===== src/rtl/decode_scoreboard.sv =====
// Register-hazard scoreboard for decode: per-register pending-write counters gate issue.
// Latency: issue/stall are combinational from current counts; busy/err/stall_cycles update on the next edge.
// Backpressure: stalls on a source hazard, on a full destination counter, or when execute is not ready.
module decode_scoreboard #(
    parameter int NREG  = 8,
    parameter int SELW  = 3,
    parameter int CNTW  = 2,
    parameter int PERFW = 16
) (
    input  logic             clk,
    input  logic             rst,
    input  logic             id_valid,
    input  logic [SELW-1:0]  id_rs_sel,
    input  logic             id_rs_use,
    input  logic [SELW-1:0]  id_rt_sel,
    input  logic             id_rt_use,
    input  logic [SELW-1:0]  id_wr_sel,
    input  logic             id_wr_en,
    input  logic             ex_ready,
    input  logic             wb_valid,
    input  logic [SELW-1:0]  wb_sel,
    input  logic             sq_valid,
    input  logic [SELW-1:0]  sq_sel,
    output logic             issue,
    output logic             stall,
    output logic [NREG-1:0]  busy,
    output logic [PERFW-1:0] stall_cycles,
    output logic             err
);

    localparam logic [CNTW-1:0] CNT_MAX  = '1;
    localparam logic [CNTW:0]   CNT_MAXW = {1'b0, CNT_MAX};

    logic [CNTW-1:0] cnt      [NREG];
    logic [CNTW-1:0] cnt_next [NREG];
    logic [CNTW-1:0] rs_eff;
    logic [CNTW-1:0] rt_eff;
    logic            hazard;
    logic            full;
    logic            bad_update;

    // Source readiness with writeback bypass: a commit this cycle already satisfies the read.
    always_comb begin
        rs_eff = cnt[id_rs_sel];
        if (wb_valid && (wb_sel == id_rs_sel) && (cnt[id_rs_sel] != '0)) begin
            rs_eff = cnt[id_rs_sel] - 1'b1;
        end
        rt_eff = cnt[id_rt_sel];
        if (wb_valid && (wb_sel == id_rt_sel) && (cnt[id_rt_sel] != '0)) begin
            rt_eff = cnt[id_rt_sel] - 1'b1;
        end
        hazard = (id_rs_use && (rs_eff != '0)) || (id_rt_use && (rt_eff != '0));
        // Capacity uses the raw count: a same-cycle writeback does not free a slot for this issue.
        full   = id_wr_en && (cnt[id_wr_sel] == CNT_MAX);
        issue  = id_valid && ex_ready && !hazard && !full;
        stall  = id_valid && !issue;
    end

    // Next pending counts; underflow clamps to zero, overflow clamps to max, both flag an error.
    always_comb begin
        bad_update = 1'b0;
        for (int r = 0; r < NREG; r++) begin
            logic [CNTW:0] sum;
            logic [CNTW:0] dec;
            logic          inc;
            logic          wb_hit;
            logic          sq_hit;
            inc    = issue && id_wr_en && (id_wr_sel == SELW'(r));
            wb_hit = wb_valid && (wb_sel == SELW'(r));
            sq_hit = sq_valid && (sq_sel == SELW'(r));
            sum    = {1'b0, cnt[r]} + {{CNTW{1'b0}}, inc};
            dec    = {{CNTW{1'b0}}, wb_hit} + {{CNTW{1'b0}}, sq_hit};
            cnt_next[r] = cnt[r];
            if (dec > sum) begin
                cnt_next[r] = '0;
                bad_update  = 1'b1;
            end else if ((sum - dec) > CNT_MAXW) begin
                cnt_next[r] = CNT_MAX;
                bad_update  = 1'b1;
            end else begin
                cnt_next[r] = CNTW'(sum - dec);
            end
        end
    end

    // State registers: counters, busy mirror of the new counts, perf counter, error pulse.
    always_ff @(posedge clk) begin
        if (!rst) begin
            for (int r = 0; r < NREG; r++) begin
                cnt[r] <= '0;
            end
            busy         <= '0;
            stall_cycles <= '0;
            err          <= 1'b0;
        end else begin
            for (int r = 0; r < NREG; r++) begin
                cnt[r]  <= cnt_next[r];
                busy[r] <= (cnt_next[r] != '0);
            end
            if (stall && (stall_cycles != '1)) begin
                stall_cycles <= stall_cycles + 1'b1;
            end
            err <= bad_update;
        end
    end

endmodule


===== config.mk =====
export PLATFORM = sky130hd
export DESIGN_NAME = decode_scoreboard
export DESIGN_NICKNAME = d
export VERILOG_FILES = /design/src/rtl/decode_scoreboard.sv
export SDC_FILE = /design/constraint.sdc
export NUM_CORES = 1
export LEC_CHECK = 0
export ABC_AREA = 0
export CAP_MARGIN = 10
export CORE_MARGIN = 1.5
export CORE_UTILIZATION = 59
export CTS_CLUSTER_SIZE = 14
export DETAILED_ROUTE_END_ITERATION = 6
export GPL_ROUTABILITY_DRIVEN = 1
export PLACE_DENSITY = 0.86
export SYNTH_ARGS = -nofsm -noshare
export SYNTH_HDL_FRONTEND = slang
export SYNTH_SLANG_ARGS = --single-unit

===== constraint.sdc =====
create_clock -name clk -period 13.6 [get_ports clk]
set_clock_uncertainty 0.05 [all_clocks]
set_input_delay 4.08 -clock clk [delete_from_list [all_inputs] [get_ports clk]]
set_output_delay 4.08 -clock clk [all_outputs]
set_load 0.02 [all_outputs]

==> reports/results.tsv <==
stage	metric	value	unit
outcome	outcome	finished clean	
sta	worstMarginPinSlew	0.5472	ns
place	dpl-instance-area	3859	um2
sta	final-hold-violation-count	0	
finish	area_growth_syn_to_layout	19.41	%
sta	fmax	84.10	MHz
sta	slew_headroom	63.40	%
place	port-buffer-count	50	
worst_setup_path	worstSetupPathType	in -> out	
worst_setup_path	ff2ff_path_depth	19	
worst_setup_path	cp.required	9.47	ns
clock_network	clk_pin_slew	0.07	ns
global_routing	grt_pass1_wl	12560	um
floorplan	die_area	6063	um2
sta	tns	0	ns
sta	slew_violations	0	
synthesis	syn_avg_cell_area	9.315	um2
route	drtIter0Drc	296	
route	routed_via_density	6.082	
route	num_vias	2889	
sta	worst_slack	1.709	ns
pwr	irDropWorstVdd	67.79	uV
worst_setup_path	cp-end-kind	output pin	
synthesis	synthArstFlopShare	0	%
flow_run	drv_cap	0	
route	ant_nets	0	
finish	layout_commonest_cell	clkdlybuf4s50_1	
synthesis	synth_fp_nets	430	
finish	fin_nets	478	
worst_setup_path	cp_max_fo	26	
clock_network	post_cts_resized	0	
floorplan	start_util	60.43	%
clock_network	clockRootBuffer	clkbuf_8	
finish	num-fill-cells	422	
finish	most-common-layout-cells	clkdlybuf4s50_1 (50), dfxtp_1 (41), inv_1 (35), ha_1 (35), nand2_1 (34)	
floorplan	io_pins	51	
sta	min_period_over_period	87.43	%
global_routing	grt_max_degree	36	
worst_setup_path	worstPathArrival	7.76	ns
clock_network	clk_latency	0.30	ns
clock_network	cts_buffer_depth	2	
synthesis	yosysUniqueCellTypes	44	
route	wire_per_inst	16.54	um
synthesis	synth_edf_count	0	
sta	grt_setup_unrepaired	no	
clock_network	cts_buffers	5	
finish	finalInstanceArea	3949	um2
route	drt_first_pass_iters	5	
synthesis	synth_seq_cells	41	
global_routing	grt_usage	26.39	%
sta	finalSetupViolCount	0	
place	place_ws	1.730	ns
worst_setup_path	startpoint_type	input pin	
floorplan	row_count	27	
global_routing	grt_pass1_vias	2753	
min_path	min_path_cells	2	
synthesis	synth_warnings	0	
place	place_congestion	0.9083	
clock_network	htreeDepth	2	
clock_network	clock-sinks	41	
floorplan	core_area	5473	um2
place	hpwl	6113	um
sta	fin_crit	11.89	ns
finish	drive_above_1_share	7.940	%
synthesis	yosysSeqAreaShare	24.82	%
global_routing	overflow	0	
route	drc	0	
clock_network	cts_hold_buf	0	
route	wirelength	7856	um
clock_network	cts_setup_buffers	0	
finish	antennaDiodeCount	0	
min_path	hold_class	reg -> reg	
floorplan	fp.dieW	77.87	um
pwr	powerDensity	86.08	nW/um2
clock_network	cts_tree	yes	
pwr	power.total	0.3399	mW
synthesis	syn_area	3307	um2
floorplan	die_h	77.87	um
synthesis	synth_ff_type	dfxtp_1	
finish	fin_util	72.15	%
synthesis	synthCells	355	
global_routing	antenna_found_initial	0	
pwr	p_leak	1.564	nW
==> worst max-delay path, cell delays in order <==
cell             delay, ns
clkdlybuf4s50_1       0.61
mux4_1                0.60
mux2_2                0.30
inv_1                 0.07
ha_1                  0.13
nand2b_1              0.10
nor4_1                0.06
o311a_1               0.37
a2111oi_4             0.33
buf_4                 0.33
and2b_2               0.25
clkdlybuf4s50_1       0.53
==> sequential cells by signal, summed over array words and instances (netlist names) <==
| name | cells |
|---|---|
| busy | 8 |
| stall_cycles | 16 |
| err | 1 |
| cnt | 16 |
==> layout make-up <==
class,count,area [um2],area share (%)
tap,72,90.09,2.281
inverter,35,131.4,3.327
sequential,41,820.8,20.79
clock inverter,1,7.507,0.1901
timing repair buffer,53,523.0,13.24
clock buffer,6,82.58,2.091
multi-input combinational,267,2293,58.08
==> report_power, final <==
part / internal [mW] / switching (mW)
clock network: 0.0401 / 0.0423
registers: 0.132 / 0.0132
logic: 0.0531 / 0.0588
==> logic make-up (layout without fill, tap and decap cells) <==
group,after synthesis,in the layout,share of synthesized area [%]
muxes,22,22,10.29
adders and majority gates,51,51,22.93
xor gates and xnor gates,14,14,3.708
and+or+nand+nor,126,126,21.38
DFF,41,41,24.82
AOI/OAI and AO/OA,54,54,11.05
buffers and inverters,47,95,5.827
==> layer usage <==
layer | global-route usage (%) | up-vias | share of wire (%)
li1 | - | 1364 | -
met1 | 35.84 | 1396 | 44
met2 | 42.78 | 114 | 48
met3 | 4.000 | 15 | 6.4
met4 | 8.909 | 0 | 2.0
met5 | 0 | - | 0
==> per-stage QoR <==
step | instances | hold slack, ns
6_report | 475 | 0.4404
5_1_grt | 475 | 0.4697
4_1_cts | 475 | 0.4421
3_5_place_dp | 468 | 0.4312
3_3_place_gp | 468 | 0.4148
2_1_floorplan | 355 | 0.4982
==> cell usage after synthesis, types with 2 or more instances <==
master	count	area share (%)
o31ai_1	11	2.5
and4_1	2	0.53
nand4_1	6	1.1
nand2_1	34	3.9
o311a_1	2	0.61
nor3_1	12	1.8
o21a_1	2	0.45
buf_6	2	0.68
mux4_1	4	3.2
a21oi_1	16	2.4
o211ai_1	3	0.68
nand2b_1	17	3.2
nor3b_2	4	1.5
o21ai_0	6	0.91
a21boi_0	4	0.91
xor2_1	6	1.6
nor4_1	5	0.95
nor2_1	16	1.8
ha_1	35	13
or4_2	4	1.1
nor3b_1	2	0.45
a31oi_1	8	1.5
mux2_2	4	1.4
dfxtp_1	41	25
fa_1	16	9.7
mux2i_1	10	3.0
and3_1	3	0.57
nand3_1	12	1.8
xnor2_1	8	2.1
inv_1	35	4.0
mux4_2	4	2.7
clkbuf_1	9	1.0
==> worst paths after layout <==
path                    from         endpoint  slack (ns)
max             id_rt_sel[2]            stall        1.71
min          stall_cycles[7]  stall_cycles[7]        0.44
max reg2reg        cnt[2][0]              err        8.66
min reg2reg  stall_cycles[7]  stall_cycles[7]        0.44
Note: power is estimated with default switching activity, not from simulation.
